$ cat config.mk
export PLATFORM = sky130hd
export DESIGN_NAME = dma_xfer_sequencer
export DESIGN_NICKNAME = d
export VERILOG_FILES = /design/src/rtl/dma_xfer_sequencer.sv
export SDC_FILE = /design/constraint.sdc
export NUM_CORES = 1
export LEC_CHECK = 0
export CAP_MARGIN = 20
export CORE_UTILIZATION = 30
export CTS_BUF_LIST = sky130_fd_sc_hd__clkbuf_16
export DETAILED_ROUTE_END_ITERATION = 16
export DONT_BUFFER_PORTS = 1
export GPL_ROUTABILITY_DRIVEN = 0
export PLACE_DENSITY = 0.5
export SLEW_MARGIN = 40
export SYNTH_ARGS = -nofsm -noshare
export SYNTH_HDL_FRONTEND = slang
export SYNTH_SLANG_ARGS = --single-unit
$ cat constraint.sdc
create_clock -name clk_i -period 4 [get_ports clk_i]
set_clock_uncertainty 0.2 [all_clocks]
set_input_delay 0.8 -clock clk_i [delete_from_list [all_inputs] [get_ports clk_i]]
set_output_delay 0.8 -clock clk_i [all_outputs]
set_load 0.02 [all_outputs]
$ cat src/rtl/dma_xfer_sequencer.sv
// Memory-to-memory DMA sequencer: splits a copy into aligned 1/2/4-byte beats
// and paces them through the byte FIFO. Optional abort support: DMA_XFER_ABORT_EN.
module dma_xfer_sequencer #(
    parameter int ADDR_W = 32,
    parameter int LEN_W  = 16
) (
    input  logic              clk_i,
    input  logic              rstn_i,
    input  logic              start_i,
    input  logic              abort_i,
    input  logic [ADDR_W-1:0] src_addr_i,
    input  logic [ADDR_W-1:0] dst_addr_i,
    input  logic [LEN_W-1:0]  len_i,
    output logic              busy_o,
    output logic              done_o,
    output logic              err_o,
    output logic [LEN_W-1:0]  bytes_done_o,
    output logic              rd_req_valid_o,
    input  logic              rd_req_ready_i,
    output logic [ADDR_W-1:0] rd_addr_o,
    output logic [2:0]        rd_size_o,
    input  logic              rd_resp_valid_i,
    input  logic              rd_resp_err_i,
    output logic              rd_resp_ready_o,
    output logic              wr_req_valid_o,
    input  logic              wr_req_ready_i,
    output logic [ADDR_W-1:0] wr_addr_o,
    output logic [2:0]        wr_size_o,
    input  logic              wr_resp_valid_i,
    input  logic              wr_resp_err_i,
    output logic              fifo_rstn_o,
    output logic              fifo_rvalid_o,
    input  logic              fifo_rready_i,
    output logic [2:0]        fifo_rsize_o,
    output logic [1:0]        fifo_rladdr_o,
    output logic              fifo_wvalid_o,
    input  logic              fifo_wready_i,
    output logic [2:0]        fifo_wsize_o,
    output logic [1:0]        fifo_wladdr_o
);

    typedef enum logic [2:0] {IDLE, FLUSH, RUN, DRAIN, DONE} state_e;
    typedef enum logic {R_REQ, R_RESP} rd_state_e;
    typedef enum logic {W_REQ, W_RESP} wr_state_e;

    state_e            state_q, state_d;
    rd_state_e         rd_st_q, rd_st_d;
    wr_state_e         wr_st_q, wr_st_d;
    logic [ADDR_W-1:0] rd_addr_q, rd_addr_d, wr_addr_q, wr_addr_d;
    logic [LEN_W-1:0]  rd_rem_q, rd_rem_d, wr_rem_q, wr_rem_d;
    logic [LEN_W-1:0]  bytes_done_q, bytes_done_d;
    logic              err_q, err_d;

    logic [1:0]        rd_sz, wr_sz;
    logic [LEN_W-1:0]  rd_step, wr_step;
    logic              rd_req_valid, rd_resp_fire, rd_ok;
    logic              wr_req_valid, wr_fire, wr_resp_fire, wr_ok;
    logic              resp_err, abort_hit;

    // Largest naturally aligned beat that fits in the remaining count
    function automatic logic [1:0] beat_size(input logic [1:0] a, input logic [LEN_W-1:0] n);
        if (a == 2'b00 && n >= LEN_W'(4)) begin
            return 2'd2;
        end else if (!a[0] && n >= LEN_W'(2)) begin
            return 2'd1;
        end
        return 2'd0;
    endfunction

`ifdef DMA_XFER_ABORT_EN
    assign abort_hit = abort_i && (state_q == FLUSH || state_q == RUN);
`else
    logic unused_abort;
    assign unused_abort = abort_i;
    assign abort_hit    = 1'b0;
`endif

    assign rd_sz   = beat_size(rd_addr_q[1:0], rd_rem_q);
    assign wr_sz   = beat_size(wr_addr_q[1:0], wr_rem_q);
    assign rd_step = LEN_W'(1) << rd_sz;
    assign wr_step = LEN_W'(1) << wr_sz;

    assign rd_req_valid = (state_q == RUN) && (rd_st_q == R_REQ) && fifo_rready_i && (rd_rem_q != '0);
    assign rd_resp_fire = (rd_st_q == R_RESP) && rd_resp_valid_i;
    assign rd_ok        = rd_resp_fire && !rd_resp_err_i;
    assign wr_req_valid = (state_q == RUN) && (wr_st_q == W_REQ) && fifo_wready_i && (wr_rem_q != '0);
    assign wr_fire      = wr_req_valid && wr_req_ready_i;
    assign wr_resp_fire = (wr_st_q == W_RESP) && wr_resp_valid_i;
    assign wr_ok        = wr_resp_fire && !wr_resp_err_i;
    assign resp_err     = (rd_resp_fire && rd_resp_err_i) || (wr_resp_fire && wr_resp_err_i);

    always_comb begin
        state_d      = state_q;
        rd_st_d      = rd_st_q;
        wr_st_d      = wr_st_q;
        rd_addr_d    = rd_addr_q;
        wr_addr_d    = wr_addr_q;
        rd_rem_d     = rd_rem_q;
        wr_rem_d     = wr_rem_q;
        bytes_done_d = bytes_done_q;
        err_d        = err_q;
        fifo_rstn_o  = 1'b1;

        // Engines advance only on good responses; address/size stay put while a beat is in flight
        if (rd_req_valid && rd_req_ready_i) begin
            rd_st_d = R_RESP;
        end else if (rd_resp_fire) begin
            rd_st_d = R_REQ;
        end
        if (rd_ok) begin
            rd_addr_d = rd_addr_q + ADDR_W'(rd_step);
            rd_rem_d  = rd_rem_q - rd_step;
        end
        if (wr_fire) begin
            wr_st_d = W_RESP;
        end else if (wr_resp_fire) begin
            wr_st_d = W_REQ;
        end
        if (wr_ok) begin
            wr_addr_d    = wr_addr_q + ADDR_W'(wr_step);
            wr_rem_d     = wr_rem_q - wr_step;
            bytes_done_d = bytes_done_q + wr_step;
        end

        case (state_q)
            IDLE: begin
                if (start_i) begin
                    err_d        = 1'b0;
                    bytes_done_d = '0;
                    rd_st_d      = R_REQ;
                    wr_st_d      = W_REQ;
                    if (len_i != '0) begin
                        rd_addr_d = src_addr_i;
                        wr_addr_d = dst_addr_i;
                        rd_rem_d  = len_i;
                        wr_rem_d  = len_i;
                        state_d   = FLUSH;
                    end else begin
                        state_d = DONE;
                    end
                end
            end
            FLUSH: begin
                fifo_rstn_o = 1'b0;
                if (abort_hit) begin
                    err_d   = 1'b1;
                    state_d = DRAIN;
                end else begin
                    state_d = RUN;
                end
            end
            RUN: begin
                if (resp_err || abort_hit) begin
                    err_d   = 1'b1;
                    state_d = DRAIN;
                end else if (wr_ok && wr_rem_q == wr_step) begin
                    state_d = DONE;
                end
            end
            DRAIN: begin
                if (rd_st_q == R_REQ && wr_st_q == W_REQ) begin
                    fifo_rstn_o = 1'b0;
                    state_d     = DONE;
                end
            end
            DONE: begin
                state_d = IDLE;
            end
            default: begin
                state_d = IDLE;
            end
        endcase
    end

    always_ff @(posedge clk_i or negedge rstn_i) begin
        if (!rstn_i) begin
            state_q      <= IDLE;
            rd_st_q      <= R_REQ;
            wr_st_q      <= W_REQ;
            rd_addr_q    <= '0;
            wr_addr_q    <= '0;
            rd_rem_q     <= '0;
            wr_rem_q     <= '0;
            bytes_done_q <= '0;
            err_q        <= 1'b0;
        end else begin
            state_q      <= state_d;
            rd_st_q      <= rd_st_d;
            wr_st_q      <= wr_st_d;
            rd_addr_q    <= rd_addr_d;
            wr_addr_q    <= wr_addr_d;
            rd_rem_q     <= rd_rem_d;
            wr_rem_q     <= wr_rem_d;
            bytes_done_q <= bytes_done_d;
            err_q        <= err_d;
        end
    end

    assign busy_o          = (state_q != IDLE);
    assign done_o          = (state_q == DONE);
    assign err_o           = err_q;
    assign bytes_done_o    = bytes_done_q;
    assign rd_req_valid_o  = rd_req_valid;
    assign rd_addr_o       = rd_addr_q;
    assign rd_size_o       = {1'b0, rd_sz};
    assign rd_resp_ready_o = (rd_st_q == R_RESP);
    assign wr_req_valid_o  = wr_req_valid;
    assign wr_addr_o       = wr_addr_q;
    assign wr_size_o       = {1'b0, wr_sz};
    assign fifo_rvalid_o   = rd_ok;
    assign fifo_rsize_o    = {1'b0, rd_sz};
    assign fifo_rladdr_o   = rd_addr_q[1:0];
    assign fifo_wvalid_o   = wr_fire;
    assign fifo_wsize_o    = {1'b0, wr_sz};
    assign fifo_wladdr_o   = wr_addr_q[1:0];

endmodule
==> results of run 1 <==
-- flip-flops by register name, summed over array words and instances, names as in the netlist --
signal	count
bytes_done_o	16
err_o	1
rd_addr_o	32
rd_rem_q	16
rd_resp_ready_o	1
state_q	3
wr_addr_o	32
wr_rem_q	16
wr_st_q	1
-- metal layers --
layer  wire length [microns]  vias up
met4                     208        0
li1                        -     2968
met2                    9110      182
met3                    1410       15
met5                       0        -
met1                    9440     2965
-- worst paths after layout --
path                                startpoint                to  slack [ns]  depth (start not counted)
worst max-delay path               wr_rem_q[6]       wr_rem_q[9]        0.09                         12
worst min register to register     wr_rem_q[0]       wr_rem_q[0]        0.37                          2
worst max register to register     wr_rem_q[6]       wr_rem_q[9]        0.09                         12
max in group asynchronous               rstn_i     rd_addr_o[25]        2.97                          1
worst min-delay path                    rstn_i  bytes_done_o[12]        0.15                          1
min in group clk_i              src_addr_i[31]     rd_addr_o[31]        0.30                          2
-- kinds of logic (layout without fill, tap and decap cells) --
logic type / after synthesis / count (layout) / synth area share
buffers and inverters: 75 / 101 / 0.0455
other: 2 / 9 / 0.00104
AO/OA/AOI/OAI: 163 / 163 / 0.130
multiplexers: 2 / 2 / 0.00278
XOR/XNOR: 86 / 86 / 0.105
adder cells (fa/ha/maj): 25 / 25 / 0.0487
flip-flops: 118 / 118 / 0.410
AND/OR/NAND/NOR: 357 / 357 / 0.257
-- power breakdown --
part,leakage (uW),internal [uW],switching (uW)
Sequential,0.00163,1190,0
Combinational,0.00173,8.49,32.4
Clock,0.000251,779,600
-- repair_timing --
action,4_1_cts,5_1_grt
setup endpoints to repair,13,30
gates cloned,0,1
resized for setup,5,35
pin swaps,0,12
endpoints found under the hold margin,118,0
setup buffers,0,2
hold buffers,1,0
-- cell usage in the layout, fill, tap and decap left out, types with 23 or more instances in the layout --
| master | count |
|---|---|
| nand3_1 | 28 |
| a21oi_1 | 50 |
| xor2_1 | 41 |
| o21ai_0 | 63 |
| xnor2_1 | 45 |
| dfrtp_1 | 118 |
| buf_4 | 39 |
| nand4_1 | 27 |
| nor2_1 | 65 |
| nand2_1 | 107 |
| inv_1 | 23 |
-- stage by stage --
step                hold WS (ns)  area [sq um]
floorplan                  0.304          7220
global placement           0.307          7740
detailed placement         0.307          7740
CTS                        0.174          8320
global route               0.193          8530
finish                     0.150          8530
-- final cells by class --
cell class                 count  area (sq um)
fill                        2467         14900
multi-input combinational    642          4180
sequential                   118          2950
clock buffer                  17           425
timing repair buffer          46           399
tap                          319           399
clock inverter                15          91.3
inverter                      23          86.3
==> results by group, run 1 <==
Critical path
  – Req. time, crit path: 4.14 ns
  – Worst Path Arrival: 4.04 ns
  – CP max stage delay: 0.54 ns
  – WP buf/inv: 1
  – Slowest cell on the critical path: or4_4
  – CP Max Fanout: 6
  – CP startpoint kind: flip-flop
  – Cell Chain, Critical Path: or4_4 -> or4_4 -> nor4_2 -> buf_4 -> mux2i_4 -> or2_4 -> ha_4 -> nor2b_1 -> o21a_1 -> or4b_4 -> or3_1 -> a31oi_1
  – Most frequent CP cell: or4_4
  – Worst setup path category: reg -> reg
  – Top delay family on crit path: simple AND/OR/NAND/NOR gates
  – CP Capture Type: flip-flop

Clock network
  – CTS tree: done
  – Worst-Skew Late Latency: around 0.41 ns
  – Max Root-Sink Buffers: 2
  – CTS Buf Count: 17
  – Clk slew on worst S/H paths: 0.06 ns
  – Clock tree sinks: 118
  – Root Driver: clkbuf_16
  – H-tree levels: 4

Timing
  – Setup TNS: 0 ns
  – Fin. max-slew vios: 0
  – Setup ws final: around 0.094 ns
  – Min Tclk post-route: a little under 4 ns
  – Final-report hold violation count: 0
  – Final period utilization: 0.976
  – Max frequency: 0.256 GHz
  – # setup viols final: 0
  – RSZ-0062 raised after global routing: yes
  – Worst-margin pin slew: a little under 1 ns
  – Relative slew slack: 0.355

Synthesis
  – Top_reg_cell synth: dfrtp_1
  – Post-synth ARST share: 1.00
  – Syn_area_per_cell: 8.69 sq um
  – Largest cells by area after synthesis: dfrtp_1 41%, nand2_1 5.6%, xnor2_1 5.5%
  – Count leader, synth: dfrtp_1
  – Top cell type's share of synthesized area: 0.410
  – Synth warnings: 0
  – Synthesized cell area: 7200 sq um
  – Cell taking the most area after synthesis: dfrtp_1
  – EDFF count, synth: 0
  – Mapped Cells: a little over 800
  – Seq cells post-synth: 118
  – Top cells by count, synth: 118 x dfrtp_1, 108 x nand2_1, 66 x nor2_1, 66 x o21ai_0, 50 x a21oi_1
  – Netlist cell types: 60
  – Register area share after synthesis: 0.410

Die
  – Die Height: 157 microns
  – Rows: 56
  – Die ar.: 24600 sq um
  – Core ar.: 23500 sq um
  – Die W: 157 microns
  – Initial core utilization: 0.307
  – # IOs: 197

Placement
  – Pre-CTS WS: -0.106 ns
  – # port buffers: 0
  – Inst Count DP: roughly 1.1k
  – HPWL after detailed placement: about 14 mm

Final layout
  – Final #Nets: a little under 1k
  – Share of cells above drive strength 1: 0.132
  – Ant. Diodes: 0
  – Layout Utilization: 0.363
  – Final Non-Filler Cells: 1180
  – Layout area overhead: 18.6%

Job
  – Max cap viols: 0

Routing
  – Drt wl/cell: 17.1 microns
  – Drt drc: 0
  – Via/cell ratio: 5.19
  – DRT antenna net count: 0
  – Initial drt markers: about 340
  – Via count: 6130
  – Routed Wire Length: 20.2 mm
  – 1st-pass router iterations: 5

Hold path
  – Min-delay worst type: in -> async

Global routing
  – Grt peak-use layer: met2
  – Met2 usage: 0.262
  – Largest net degree at the start of global routing: 119
  – Met3 usage: 0.0546
  – GR Overflow Total: 0
  – GRT Util Overall: 0.165
  – Vias in the first global route: a little under 6k
  – Initial antenna violation count: 0
  – GR Util met1: 0.217
  – First-pass GRT wire length: 31.5 mm

Power and ir drop
  – Power, Total: 2610 uW
  – Leak pwr: 0.00361 uW
  – Pwr Density: 306 nW/um^2
  – Largest vdd supply drop: roughly 0.00016 V

Status
  – Status: complete, no violations
Power figures use the tool's default switching activity.
==> run 2, diff against run 1 <==
- CTS_BUF_LIST: sky130_fd_sc_hd__clkbuf_16 -> sky130_fd_sc_hd__clkbuf_8 sky130_fd_sc_hd__clkbuf_16
- TNS_END_PERCENT: unset -> 50
==> results by group, run 2 (synthesized netlist as in run 1, its figures left out) <==
Status
  – Status: complete, no violations

Global routing
  – GR Util met1: 0.217 (unchanged)
  – Initial antenna violation count: 0 (unchanged)
  – Largest net degree at the start of global routing: 119 (unchanged)
  – Vias in the first global route: 5851 (unchanged)
  – Grt peak-use layer: met2
  – GRT Util Overall: 0.165 (unchanged)
  – GR Overflow Total: 0 (unchanged)
  – Met3 usage: 0.0546 (unchanged)
  – Met2 usage: 0.262 (unchanged)
  – First-pass GRT wire length: 31.5 mm (unchanged)

Clock network
  – Clock tree sinks: 118 (unchanged)
  – Root Driver: clkbuf_16
  – Clk slew on worst S/H paths: 0.06 ns (about the same)
  – Worst-Skew Late Latency: 0.41 ns (about the same)
  – CTS tree: done
  – CTS Buf Count: 17 (unchanged)
  – Max Root-Sink Buffers: 2 (unchanged)
  – H-tree levels: 4 (unchanged)

Routing
  – DRT antenna net count: 0 (unchanged)
  – Drt wl/cell: 17.1 microns (-0.20%)
  – Via/cell ratio: 5.18 (-0.32%)
  – Drt drc: 0 (unchanged)
  – Via count: 6100 (-0.49%)
  – 1st-pass router iterations: 4 (-1)
  – Routed Wire Length: 20.1 mm (-0.37%)
  – Initial drt markers: 310 (-8.3%)

Critical path
  – CP Max Fanout: 6 (unchanged)
  – Req. time, crit path: 4.13 ns (about the same)
  – Worst Path Arrival: 4.04 ns (about the same)
  – Worst setup path category: reg -> reg
  – CP startpoint kind: flip-flop
  – CP Capture Type: flip-flop

Power and ir drop
  – Clk pwr share: 0.531 (+0.003)
  – Pwr Density: 309 nW/um^2 (+0.71%)
  – Largest vdd supply drop: 0.000157 V (-1.5%)
  – Net switching power: 629 uW (-0.59%)
  – Seq pwr share: 0.454 (-0.003)
  – Leak pwr: 0.00361 uW (about the same)
  – Sw frac: 0.239 (-0.00287)
  – Gate power share: 0.015 (about the same)
  – Internal Pwr Total: 2000 uW (+0.98%)

Placement
  – Pre-CTS WS: -0.106 ns (unchanged)
  – HPWL after detailed placement: 14.2 mm (unchanged)
  – Placed Instance Area: 7740 sq um (unchanged)
  – # port buffers: 0 (unchanged)
  – Inst Count DP: 1144 (unchanged)

Final layout
  – Layout area overhead: 18.4%
  – Final #Nets: 963 (-0.21%)
  – Final Instance Area: 8520 sq um (-0.10%)
  – Ant. Diodes: 0 (unchanged)
  – Final Non-Filler Cells: 1178 (-0.17%)
  – Most frequent cells in the layout: 118 x dfrtp_1, 107 x nand2_1, 65 x nor2_1, 64 x o21ai_0, 50 x a21oi_1
  – Share of cells above drive strength 1: 0.130 (-0.00202)
  – Most common cell after layout, fill and taps aside: dfrtp_1

Hold path
  – Min-delay worst type: in -> async

Die
  – Initial core utilization: 0.307 (unchanged)
  – Die Height: 157 microns (unchanged)
  – Die ar.: 24600 sq um (unchanged)
  – Core ar.: 23500 sq um (unchanged)
  – Die W: 157 microns (unchanged)
  – Rows: 56 (unchanged)
  – # IOs: 197 (unchanged)

Timing
  – Fin. max-slew vios: 0 (unchanged)
  – Min Tclk post-route: 3.90 ns (-0.000882 ns)
  – Worst-margin pin slew: 0.946 ns (-0.0222 ns)
  – Final-report hold violation count: 0 (unchanged)
  – Final period utilization: 0.976 (about the same)
  – Setup TNS: 0 ns (unchanged)
  – Max frequency: 0.256 GHz (about the same)
  – # setup viols final: 0 (unchanged)
  – Setup ws final: 0.0952 ns (+0.000882 ns)
  – Relative slew slack: 0.370 (+0.0148)
  – RSZ-0062 raised after global routing: yes

Job
  – Max cap viols: 0 (unchanged)
[run 2: cell types whose count changed in the layout (fill, tap and decap cells not counted), sizes merged]
cell,change
buf,-2
clkbuf,+1
clkinv,-1
[run 2: path summary, 6_finish.rpt]
check / end / from / cells past startpoint / slack (ns)
max: wr_rem_q[9] / wr_rem_q[6] / 12 / 0.1
min reg2reg: wr_rem_q[0] / wr_rem_q[0] / 2 / 0.37
max reg2reg: wr_rem_q[9] / wr_rem_q[6] / 12 / 0.1
max in group asynchronous: rd_addr_o[0] / rstn_i / 1 / 2.98
min: bytes_done_o[12] / rstn_i / 1 / 0.16
min in group clk_i: rd_addr_o[31] / src_addr_i[31] / 2 / 0.30
[run 2: critical path, stage by stage, from the launching register on]
cell     delay, ns
dfrtp_1       0.38
or4_4         0.54
or4_4         0.44
nor4_2        0.15
buf_4         0.19
mux2i_4       0.23
or2_4         0.19
ha_4          0.20
nor2b_1       0.12
o21a_1        0.19
or4b_4        0.53
or3_1         0.32
a31oi_1       0.16
[run 2: cell type report]
| cell class | instances | area [sq um] |
|---|---|---|
| fillers | 2461 | 14900 |
| multi-input cells | 642 | 4170 |
| flip-flops and latches | 118 | 2950 |
| clock buffers | 18 | 439 |
| well taps | 319 | 399 |
| repair buffers | 44 | 387 |
| clock inverters | 14 | 87.6 |
| inverters | 23 | 86.3 |
[run 2: metrics by stage]
step | hold slack [ns] | utilization | power [uW]
CTS | 0.174 | 0.355 | 2680
global route | 0.193 | 0.363 | 2740
global placement | 0.307 | 0.330 | 1230
floorplan | 0.304 | - | 1230
detailed placement | 0.307 | 0.330 | 1230
finish | 0.159 | 0.363 | 2630
[run 2: metal layers]
metal	wire length, microns	vias to the layer above	part of all wire
li1	-	2959	-
met1	9430	2957	0.47
met2	9090	169	0.45
met3	1380	15	0.069
met4	210	0	0.010
met5	0	-	0
[run 2: what timing repair did]
action,in CTS,in global routing
gates resized for setup,5,33
hold buffers,1,0
buffers inserted,0,1
hold endpoints to repair,118,0
setup endpoints to repair,13,30
pin swaps,0,12
[run 2: power by group through the flow]
stage	Sequential (uW)	Clock [uW]	Combinational, uW
finish	1190	1400	40.7
global route	1190	1500	48.0
CTS	1190	1440	43.0
detailed placement	1220	0	13.2
global placement	1220	0	13.0
floorplan	1220	0	15.0
==> run 3, diff against run 2 <==
- SLEW_MARGIN: 40 -> 30
==> results by group, run 3 (synthesized netlist as in run 1, its figures left out) <==
Routing
  – Routed Wire Length: 20.1 mm (about the same)
  – DRT antenna net count: 0 (unchanged)
  – Drt wl/cell: 17.0 microns (-0.36%)
  – Via count: 6144 (+0.72%)
  – Drt drc: 0 (unchanged)
  – Via/cell ratio: 5.20 (+0.38%)
  – 1st-pass router iterations: 5 (+1)
  – Initial drt markers: 341 (+10%)

Final layout
  – Ant. Diodes: 0 (unchanged)
  – Final Instance Area: 8550 sq um (+0.29%)
  – Most common cell after layout, fill and taps aside: dfrtp_1
  – Final #Nets: 967 (+0.42%)
  – Share of cells above drive strength 1: 0.131 (+0.000554)
  – Most frequent cells in the layout: 118 x dfrtp_1, 108 x nand2_1, 65 x nor2_1, 62 x o21ai_0, 49 x a21oi_1
  – Layout area overhead: 18.8%

Global routing
  – First-pass GRT wire length: 31.6 mm (+0.42%)
  – Initial antenna violation count: 0 (unchanged)
  – GRT Util Overall: 0.166 (+0.000627)
  – Largest net degree at the start of global routing: 119 (unchanged)
  – Vias in the first global route: 5825 (-0.44%)
  – GR Overflow Total: 0 (unchanged)

Placement
  – # port buffers: 0 (unchanged)
  – HPWL after detailed placement: 14.1 mm (-0.32%)
  – Placed Instance Area: 7740 sq um (about the same)

Critical path
  – Top delay family on crit path: simple AND/OR/NAND/NOR gates
  – Most frequent CP cell: or3_1
  – Slowest cell on the critical path: or4b_4
  – CP max stage delay: 0.53 ns (about the same)
  – Worst setup path category: reg -> reg
  – Req. time, crit path: 4.13 ns (about the same)
  – Cell Chain, Critical Path: or3_1 -> or4_4 -> nor4_2 -> buf_4 -> mux2i_4 -> or2_4 -> ha_4 -> nor2b_1 -> o21a_1 -> or4b_4 -> or3_1 -> a31oi_1
  – Worst Path Arrival: 4.09 ns (+0.05 ns)
  – CP Capture Type: flip-flop
  – CP Max Fanout: 6 (unchanged)
  – WP buf/inv: 1 (unchanged)
  – CP startpoint kind: flip-flop

Timing
  – Min Tclk post-route: 3.96 ns (+0.0589 ns)
  – WHS: 0.166 ns (+0.00620 ns)
  – RSZ-0062 raised after global routing: yes
  – # setup viols final: 0 (unchanged)
  – Max frequency: 0.252 GHz (-1.5%)
  – Relative slew slack: 0.328 (-0.0417)
  – Worst-margin pin slew: 1.01 ns (+0.0626 ns)
  – Final-report hold violation count: 0 (unchanged)
  – Final period utilization: 0.991 (+0.0147)
  – Fin. max-slew vios: 0 (unchanged)

Clock network
  – Clock tree sinks: 118 (unchanged)
  – H-tree levels: 4 (unchanged)
  – Root Driver: clkbuf_16
  – Clk slew on worst S/H paths: 0.06 ns (about the same)
  – CTS tree: done
  – Worst-Skew Late Latency: 0.41 ns (about the same)
  – CTS Buf Count: 17 (unchanged)
  – Max Root-Sink Buffers: 2 (unchanged)

Power and ir drop
  – Leak pwr: 0.00363 uW (+0.40%)
  – Pwr Density: 307 nW/um^2 (-0.36%)
  – Largest vdd supply drop: 0.000142 V (-9.8%)

Status
  – Status: complete, no violations

Die
  – Initial core utilization: 0.307 (unchanged)
  – Die W: 157 microns (unchanged)
  – Die Height: 157 microns (unchanged)
  – Die ar.: 24600 sq um (unchanged)
  – Core ar.: 23500 sq um (unchanged)
  – # IOs: 197 (unchanged)
  – Rows: 56 (unchanged)

Job
  – Max cap viols: 0 (unchanged)

Hold path
  – Min-delay worst type: in -> async
-- run 3: layout make-up --
class,instances,area [sq um]
Clock buffer,18,439
Inverter,23,86.3
Fill cell,2465,14900
Tap cell,319,399
Timing Repair Buffer,48,410
Sequential cell,118,2950
Clock inverter,14,87.6
Multi-Input combinational cell,642,4170
-- run 3: path summary, 6_finish.rpt --
kind                       slack (ns)  cells after the start            from            end
min reg2reg                      0.37                      2     wr_rem_q[0]    wr_rem_q[0]
min in group clk_i               0.30                      2  src_addr_i[20]  rd_addr_o[20]
max reg2reg                      0.04                     12    wr_rem_q[12]    wr_rem_q[9]
max                              0.04                     12    wr_rem_q[12]    wr_rem_q[9]
max in group asynchronous        2.96                      1          rstn_i   rd_addr_o[0]
min                              0.17                      1          rstn_i   wr_addr_o[1]
-- run 3: metal layers --
layer	vias to the layer above	wire, microns	GRT usage
li1	2961	-	-
met1	2992	9350	0.221
met2	180	9110	0.258
met3	11	1470	0.0548
met4	0	165	0.0373
met5	-	0	0
-- run 3: per-stage QoR --
stage	setup WS, ns	power (uW)	instances	utilization	TNS, ns
finish	0.0362	2630	1182	0.364	0
global route	-0.113	2730	1182	0.364	-1.04
CTS	-0.00108	2680	1177	0.354	-0.00108
detailed placement	-0.119	1230	1144	0.330	-0.744
global placement	-0.0574	1230	1144	0.330	-0.264
floorplan	0.0114	1230	835	-	0
-- run 3: what timing repair did --
| item | in CTS | in global routing |
|---|---|---|
| pin swaps | 0 | 11 |
| resized for setup | 5 | 32 |
| hold endpoints to repair | 118 | 0 |
| cloned | 0 | 1 |
| endpoints found under the setup margin | 14 | 34 |
| hold buffers | 1 | 0 |
| buffers inserted | 0 | 4 |
-- run 3: where the power goes --
group          internal [uW]  leakage [uW]  switching [uW]
clock network            799      0.000256             594
logic                   8.45       0.00174            32.3
registers               1190       0.00163               0
